--- config.mk ---
export PLATFORM = sky130hd
export DESIGN_NAME = alu_issue_stage
export DESIGN_NICKNAME = d
export VERILOG_FILES = /design/src/rtl/alu_pkg.sv /design/src/rtl/alu_regfile.sv /design/src/rtl/alu_issue_stage.sv
export SDC_FILE = /design/constraint.sdc
export NUM_CORES = 1
export LEC_CHECK = 0
export CAP_MARGIN = 5
export CELL_PAD_IN_SITES_DETAIL_PLACEMENT = 1
export CELL_PAD_IN_SITES_GLOBAL_PLACEMENT = 1
export CORE_MARGIN = 2
export CORE_UTILIZATION = 42
export CTS_BUF_LIST = sky130_fd_sc_hd__clkbuf_16
export DETAILED_ROUTE_END_ITERATION = 8
export PLACE_DENSITY_LB_ADDON = 0.05
export SETUP_SLACK_MARGIN = 0.15
export SLEW_MARGIN = 20
export SYNTH_ARGS = -nofsm -noshare
export SYNTH_HDL_FRONTEND = slang
export SYNTH_SLANG_ARGS = --single-unit
--- constraint.sdc ---
create_clock -name clk -period 4 [get_ports clk]
set_input_delay 0.6 -clock clk [delete_from_list [all_inputs] [get_ports clk]]
set_output_delay 0.6 -clock clk [all_outputs]
set_load 0.05 [all_outputs]
--- src/rtl/alu_pkg.sv ---
// Shared definitions for the ALU issue/writeback stage: widths, opcodes, flag layout.
package alu_pkg;

    localparam int unsigned BITS   = 16;
    localparam int unsigned REGS   = 8;
    localparam int unsigned REG_AW = 3;
    localparam int unsigned FLAG_W = 5;

    // Bit positions inside the packed {V,C,N,P,Z} flag vector
    localparam int unsigned FLAG_Z = 0;
    localparam int unsigned FLAG_P = 1;
    localparam int unsigned FLAG_N = 2;
    localparam int unsigned FLAG_C = 3;
    localparam int unsigned FLAG_V = 4;

    typedef enum logic [2:0] {
        OpAdd = 3'd0,
        OpSub = 3'd1,
        OpMul = 3'd2,
        OpAnd = 3'd3,
        OpOr  = 3'd4,
        OpXor = 3'd5,
        OpShf = 3'd6,
        OpRot = 3'd7
    } OperationType;

    // Only MUL (high half) and SHF (spilled bits) produce a value worth keeping in HI
    function automatic logic op_writes_hi(input OperationType op);
        return (op == OpMul) || (op == OpShf);
    endfunction

endpackage

--- src/rtl/alu_regfile.sv ---
// Register file: REGS x BITS, two operand reads with write-first bypass, one debug read,
// one write port. r0 always reads zero and ignores writes.
module alu_regfile
    import alu_pkg::*;
(
    input  logic              clk,
    input  logic              rst_n,
    input  logic              i_we,
    input  logic [REG_AW-1:0] i_waddr,
    input  logic [BITS-1:0]   i_wdata,
    input  logic [REG_AW-1:0] i_raddr_a,
    output logic [BITS-1:0]   o_rdata_a,
    input  logic [REG_AW-1:0] i_raddr_b,
    output logic [BITS-1:0]   o_rdata_b,
    input  logic [REG_AW-1:0] i_dbg_addr,
    output logic [BITS-1:0]   o_dbg_data
);

    logic [BITS-1:0] r_regs [REGS];
    logic            w_we;

    assign w_we = i_we && (i_waddr != '0);

    // Storage: cleared on reset, single write port
    always_ff @(posedge clk or negedge rst_n) begin
        if (!rst_n) begin
            for (int i = 0; i < REGS; i++) begin
                r_regs[i] <= '0;
            end
        end else if (w_we) begin
            r_regs[i_waddr] <= i_wdata;
        end
    end

    // Operand reads: a same-cycle write to the addressed register wins over stored data
    always_comb begin
        o_rdata_a = (i_raddr_a == '0) ? '0 : r_regs[i_raddr_a];
        o_rdata_b = (i_raddr_b == '0) ? '0 : r_regs[i_raddr_b];
        if (w_we && (i_waddr == i_raddr_a)) begin
            o_rdata_a = i_wdata;
        end
        if (w_we && (i_waddr == i_raddr_b)) begin
            o_rdata_b = i_wdata;
        end
    end

    // Debug read shows committed state only
    always_comb begin
        o_dbg_data = (i_dbg_addr == '0) ? '0 : r_regs[i_dbg_addr];
    end

endmodule

--- src/rtl/alu_issue_stage.sv ---
// Operand-issue / writeback stage around an external combinational ALU.
// S1 holds operands driven to the ALU, S2 holds the captured result for the consumer.
module alu_issue_stage
    import alu_pkg::*;
(
    input  logic              clk,
    input  logic              rst_n,
    input  logic              in_valid,
    output logic              in_ready,
    input  logic [2:0]        in_op,
    input  logic [REG_AW-1:0] in_rd,
    input  logic [REG_AW-1:0] in_rs1,
    input  logic [REG_AW-1:0] in_rs2,
    input  logic              in_imm_en,
    input  logic [BITS-1:0]   in_imm,
    output logic [BITS-1:0]   alu_a,
    output logic [BITS-1:0]   alu_b,
    output logic [2:0]        alu_op,
    input  logic [BITS-1:0]   alu_result,
    input  logic [BITS-1:0]   alu_excess,
    input  logic [FLAG_W-1:0] alu_flags,
    output logic              out_valid,
    input  logic              out_ready,
    output logic [REG_AW-1:0] out_rd,
    output logic [BITS-1:0]   out_result,
    output logic [BITS-1:0]   out_excess,
    output logic [FLAG_W-1:0] out_flags,
    output logic [BITS-1:0]   hi_q,
    output logic [FLAG_W-1:0] flags_q,
    input  logic [REG_AW-1:0] dbg_addr,
    output logic [BITS-1:0]   dbg_data
);

    // S1: operands in front of the ALU
    logic              r_s1_valid;
    OperationType      r_s1_op;
    logic [REG_AW-1:0] r_s1_rd;
    logic [BITS-1:0]   r_s1_a;
    logic [BITS-1:0]   r_s1_b;

    // S2: captured ALU outputs
    logic              r_s2_valid;
    logic [REG_AW-1:0] r_s2_rd;
    logic [BITS-1:0]   r_s2_result;
    logic [BITS-1:0]   r_s2_excess;
    logic [FLAG_W-1:0] r_s2_flags;

    logic [BITS-1:0]   r_hi;
    logic [FLAG_W-1:0] r_flags;

    logic              w_s1_go;
    logic              w_accept;
    logic [BITS-1:0]   w_rs1_data;
    logic [BITS-1:0]   w_rs2_data;

    // S1 advances whenever S2 is empty or being drained this cycle
    assign w_s1_go  = r_s1_valid && (!r_s2_valid || out_ready);
    assign in_ready = !r_s1_valid || w_s1_go;
    assign w_accept = in_valid && in_ready;

    // Writeback port doubles as the bypass source for the next instruction's operands
    alu_regfile u_regfile (
        .clk        (clk),
        .rst_n      (rst_n),
        .i_we       (w_s1_go),
        .i_waddr    (r_s1_rd),
        .i_wdata    (alu_result),
        .i_raddr_a  (in_rs1),
        .o_rdata_a  (w_rs1_data),
        .i_raddr_b  (in_rs2),
        .o_rdata_b  (w_rs2_data),
        .i_dbg_addr (dbg_addr),
        .o_dbg_data (dbg_data)
    );

    // S1 register: load on accept, empty when it advances with nothing new behind it
    always_ff @(posedge clk or negedge rst_n) begin
        if (!rst_n) begin
            r_s1_valid <= 1'b0;
            r_s1_op    <= OpAdd;
            r_s1_rd    <= '0;
            r_s1_a     <= '0;
            r_s1_b     <= '0;
        end else if (w_accept) begin
            r_s1_valid <= 1'b1;
            r_s1_op    <= OperationType'(in_op);
            r_s1_rd    <= in_rd;
            r_s1_a     <= w_rs1_data;
            r_s1_b     <= in_imm_en ? in_imm : w_rs2_data;
        end else if (w_s1_go) begin
            r_s1_valid <= 1'b0;
        end
    end

    // S2 register plus architectural HI/flags: all update on S1 advance
    always_ff @(posedge clk or negedge rst_n) begin
        if (!rst_n) begin
            r_s2_valid  <= 1'b0;
            r_s2_rd     <= '0;
            r_s2_result <= '0;
            r_s2_excess <= '0;
            r_s2_flags  <= '0;
            r_hi        <= '0;
            r_flags     <= '0;
        end else if (w_s1_go) begin
            r_s2_valid  <= 1'b1;
            r_s2_rd     <= r_s1_rd;
            r_s2_result <= alu_result;
            r_s2_excess <= alu_excess;
            r_s2_flags  <= alu_flags;
            r_flags     <= alu_flags;
            if (op_writes_hi(r_s1_op)) begin
                r_hi <= alu_excess;
            end
        end else if (out_ready) begin
            r_s2_valid <= 1'b0;
        end
    end

    assign alu_a      = r_s1_a;
    assign alu_b      = r_s1_b;
    assign alu_op     = r_s1_op;
    assign out_valid  = r_s2_valid;
    assign out_rd     = r_s2_rd;
    assign out_result = r_s2_result;
    assign out_excess = r_s2_excess;
    assign out_flags  = r_s2_flags;
    assign hi_q       = r_hi;
    assign flags_q    = r_flags;

endmodule

=== Word-level counts from Yosys, hierarchy flattened ===
Index checks and enable logic that the tools add are counted.

* Flip-flop bits (word level): 224
* Input port bits: 73
* Output and inout port bits: 114
* Word-level logic and storage cells: 72

* $lt $le $gt $ge: 5
* Equal/unequal tests: 4
* Multiplexer cells: 22
* Bitwise logic cells: 4
* Reductions and logical operators: 18

{| class="wikitable"
|+ Operator list
! cell !! number
|-
| 16-bit two-way mux || 13
|-
| 16-bit binary-select mux with 3-bit select || 3
|-
| 128-bit bitwise mux || 1
|-
| 16-bit demux with 3-bit select || 1
|-
| 4-bit >= comparator, second input constant || 4
|-
| 3-bit inverter with 4-bit output || 4
|-
| 3-bit logical NOT || 3
|-
| 3-bit equality test || 2
|-
| 1-bit logical AND || 6
|-
| 4-bit by 1-bit less-than comparator with 1-bit output, second input constant || 1
|-
| 1-bit two-way mux || 4
|-
| 2-bit nonzero test || 2
|-
| 3-bit by 2-bit equality test with 1-bit output, second input constant || 1
|-
| 3-bit equality test, second input constant || 1
|-
| 1-bit logical OR || 3
|-
| 3-bit nonzero test || 1
|-
| 1-bit logical NOT || 2
|-
| 2-bit AND reduction || 1
|}

=== Longest topological paths before layout ===
* Depth in word-level cells: 7
* Mapped depth: 8
* Depth with buffers taken out: 5

=== By module ===
From an unflattened synthesis, not the netlist that was laid out.

* Cell total of the unflattened synthesis: 905
* Area total of the unflattened synthesis: 11,722.5 µm²

{| class="wikitable"
|+ Modules (own cells, without submodules)
! module !! times used !! cells an instance !! area an instance (µm²) !! sequential area each (µm²)
|-
| alu_regfile || 1 || 654 || 7,918.8 || 3,203.1
|-
| alu_issue_stage || 1 || 251 || 3,803.6 || 2,402.3
|}

=== Worst setup path before layout ===
OpenSTA, ideal clock, no wires.

* Kind: input-to-output
* Start: input dbg_addr[0]
* End: output dbg_data[13]
* Arrival time: 2.654 ns
* Data required time: 3.400 ns
* Setup slack: 0.746 ns
* Stages: 5
* Buffers on the path: 3
* Cell sequence: buf_2 > buf_1 > clkbuf_1 > a22oi_1 > o21ai_0

* Word-level cells in the longest chain between the ends: 5
* Elaborated cells between the ends (all ways): 6
* Those cells by class: mux: 4; bitwise: 1; reduce/logical: 1

{| class="wikitable"
|+ Ends and longest elaborated chain
! item !! line !! text
|-
| from (decl) || alu_issue_stage.sv:30 || <nowiki>input logic [REG_AW-1:0] dbg_addr,</nowiki>
|-
| 3-bit inverter with 4-bit output (not written as such) || alu_regfile.sv:49 || <nowiki>o_dbg_data = (i_dbg_addr == '0) ? '0 : r_regs[i_dbg_addr];</nowiki>
|-
| 16-bit binary-select mux with 3-bit select || alu_regfile.sv:49 ||
|-
| 16-bit two-way mux (not written as such) (2 in series) || alu_regfile.sv:49 ||
|-
| 16-bit two-way mux (*) || alu_regfile.sv:49 ||
|-
| to (decl) || alu_issue_stage.sv:31 || <nowiki>output logic [BITS-1:0] dbg_data</nowiki>
|}

Mark *: on every way between the ends. The rest lies on a longest branch, timed or not. The select of a mux whose other input is x is not followed.

=== Worst setup path after layout ===
* Start: input dbg_addr[1]
* End: output dbg_data[0]

Same word-level chain as after synthesis.

==> results_dict.tcl <==
set metrics [dict create \
    maxCapViolations 0 \
    die_y_um 171.5 \
    die_x_um 171.5 \
    synth_area_leader_cell "dfrtp_1" \
    postCtsSetupBuffers 0 \
    numPlacedInstances 1409 \
    worstReg2RegStart "r_s1_rd[0]$_DFFE_PN0P_" \
    synth_cell_type_count 45 \
    min_path_type "in2async" \
    cts_tree "done" \
    irDropWorstVdd_mv 0.4179 \
    cts_buffer_depth 3 \
    drt_iter0_drc 548 \
    crit_fanout 34 \
    r2r_slack_ps 1660 \
    status "finished, final reports clean" \
    ys_ff_latch 224 \
    final.setup.tns_ps 0 \
    die_area_mm2 0.02940 \
    io_pins 187 \
    setup_viol 0 \
    ys_seq_area_frac 0.4759 \
    r2r_end "alu_b[3]$_DFFE_PN0P_" \
    syn_inst 926 \
    synth_commonest_cells "dfrtp_1 (224), mux2_2 (157), nand2_1 (154), mux4_2 (80), clkbuf_1 (57)" \
    h-tree-depth 1 \
    first_pass_iters 4 \
    tightest_slew_ps 924.1 \
    reg2reg_depth 5 \
    start_kind "input port" \
    yosysWarningCount 0 \
    grt_pass1_wl_mm 53.53 \
    grtUsageTotal 0.2393 \
    cts_inserted_buffers 26 \
    clkTransAtPathRegs_ps 60 \
    placement.io_buffers 186 \
    cp_common_cell "buf_12" \
    cp-end-kind "output port" \
    drive_above_1_share 0.3216 \
    ant_nets 0 \
    crit_chain "clkdlybuf4s50_1 > buf_12 > nor2b_1 > buf_4 > a22oi_1 > o21ai_0 > buf_12" \
    place_hpwl_mm 22.82 \
    maxSlewViolCount 0 \
    slowest_delay_ps 500 \
    vias 8168 \
    post_drt_via_cell_ratio 5.606 \
    finClkSkew_ps 10.32 \
    syn_area_per_cell_um2 12.72 \
    synth_area_leaders "dfrtp_1 (48%), mux4_2 (15%), mux2_2 (15%)" \
    required_ps 3400 \
    grt_max_degree 95 \
    worstSkewPairLatency_ps 530 \
    crit_slowest_cell "clkdlybuf4s50_1" \
    ys.flop_type "dfrtp_1" \
    synth_top_area_share 0.4759 \
    row_count 61 \
    antenna_found_initial 0 \
    rsz0062_at_grt "no" \
    power.leakage_nw 6.324 \
    grt_pass1_vias 8747 \
    synth_edf_count 0 \
    layout.cells.non_filler 1457 \
    slew_headroom 0.3839 \
    finalCriticalPeriod_ps 3150 \
    drcViolationCount 0 \
    cts_hold_buf 0 \
    syn-cell-area_mm2 0.01178 \
    async_flop_share 1.000 \
    fmaxAchievable_mhz 317.5 \
    place_congestion 0.7484 \
    initial_core_util 0.4251 \
    fillCellCount 2780 \
    diodes 0 \
    cp_data_arrival_time_ps 2550 \
    finalHoldViolations 0 \
    root_buffer "clkbuf_16" \
    postLayoutCoreUtil 0.5337 \
    cts.repair.resized 0 \
    grt_overflow_total 0 \
    syn_to_final_growth_pct 25.54 \
    cts.sinks 224 \
    finalCritPeriodShare 0.7874 \
    syn_nets 999 \
    final_nets 1132 \
    criticalPathCategory "in2out" \
    power.density_mw_per_mm2 691.9 \
    core-area_mm2 0.02771 \
    yosysMostFrequentCell "dfrtp_1" \
    wl_mm 34.00 \
    wire_per_inst_um 23.34 \
]
placed cells by master (no fill, tap or decap), types with 17 or more instances in the layout:
cell	instances
clkbuf_16	27
mux2_2	157
mux2i_1	17
clkdlybuf4s50_1	166
buf_12	19
nand2_1	154
nor2_1	19
dfrtp_1	224
o21ai_0	26
mux4_2	80
buf_4	22
a21oi_1	28
logic make-up (layout without fill, tap and decap cells):
family                 Yosys count  after routing  share of synthesized area
multiplexers                   255            255                     0.3185
AND/OR/NAND/NOR                231            231                    0.09955
flip-flops                     224            224                     0.4759
buffers and inverters          111            264                    0.04515
AO/OA/AOI/OAI                  101            101                    0.05790
XOR/XNOR                         4              4                   0.002975
where the power goes:
part           internal (mW)  switching (mW)  total [mW]
Clock                   1.34           0.939        2.27
Sequential              3.05           0.712        3.76
Combinational           2.03            2.16        4.19
worst max path at each step:
stage,startpoint,endpoint,cells after the start
6_report,dbg_addr[1],dbg_data[0],7
3_3_place_gp,dbg_addr[1],dbg_data[15],7
5_1_grt,dbg_addr[1],dbg_data[0],7
2_1_floorplan,dbg_addr[0],dbg_data[13],5
3_5_place_dp,dbg_addr[1],dbg_data[0],7
4_1_cts,dbg_addr[1],dbg_data[0],7
through the flow:
stage | hold WS [ps] | worst slack (ps) | cell area (um^2) | power (mW)
CTS | 118.9 | 841.5 | 14790 | 10.31
detailed placement | 383.6 | 885.8 | 13980 | 7.974
floorplan | 304.4 | 746.5 | 11780 | 6.467
global placement | 377.0 | 914.9 | 13980 | 7.858
global route | 144.5 | 791.9 | 14790 | 10.75
finish | 72.07 | 850.3 | 14790 | 10.23
final cells by class:
class,count,area [um^2],area share
sequential,224,5605,0.3791
clock buffer,27,675.6,0.04570
clock inverter,21,133.9,0.009055
tap,378,473.0,0.03199
inverter,5,18.77,0.001269
timing repair buffer,211,2237,0.1513
multi-input combinational,591,5642,0.3816
per-layer routing:
layer  share of wire  vias up  wire, um  GRT usage
li1                -     3631         -          -
met5               0        -         0          0
met4           0.013        0       428    0.04385
met2            0.46      210     15510     0.3710
met1            0.48     4296     16310     0.3631
met3           0.051       31      1748    0.03244
critical path, delay by kind of cell:
family | cells | cell delay [ps]
simple gates | 1 | 220
buf+inv | 4 | 1200
compound gates | 2 | 510
registers in the layout, indices dropped and copies added, names as in the netlist, 5 cells and up:
register and flops:
u_regfile.r_regs 128, alu_a 16, alu_b 16, hi_q 16, flags_q 5, out_excess 16, out_result 16
(Power assumes the default switching activity.)
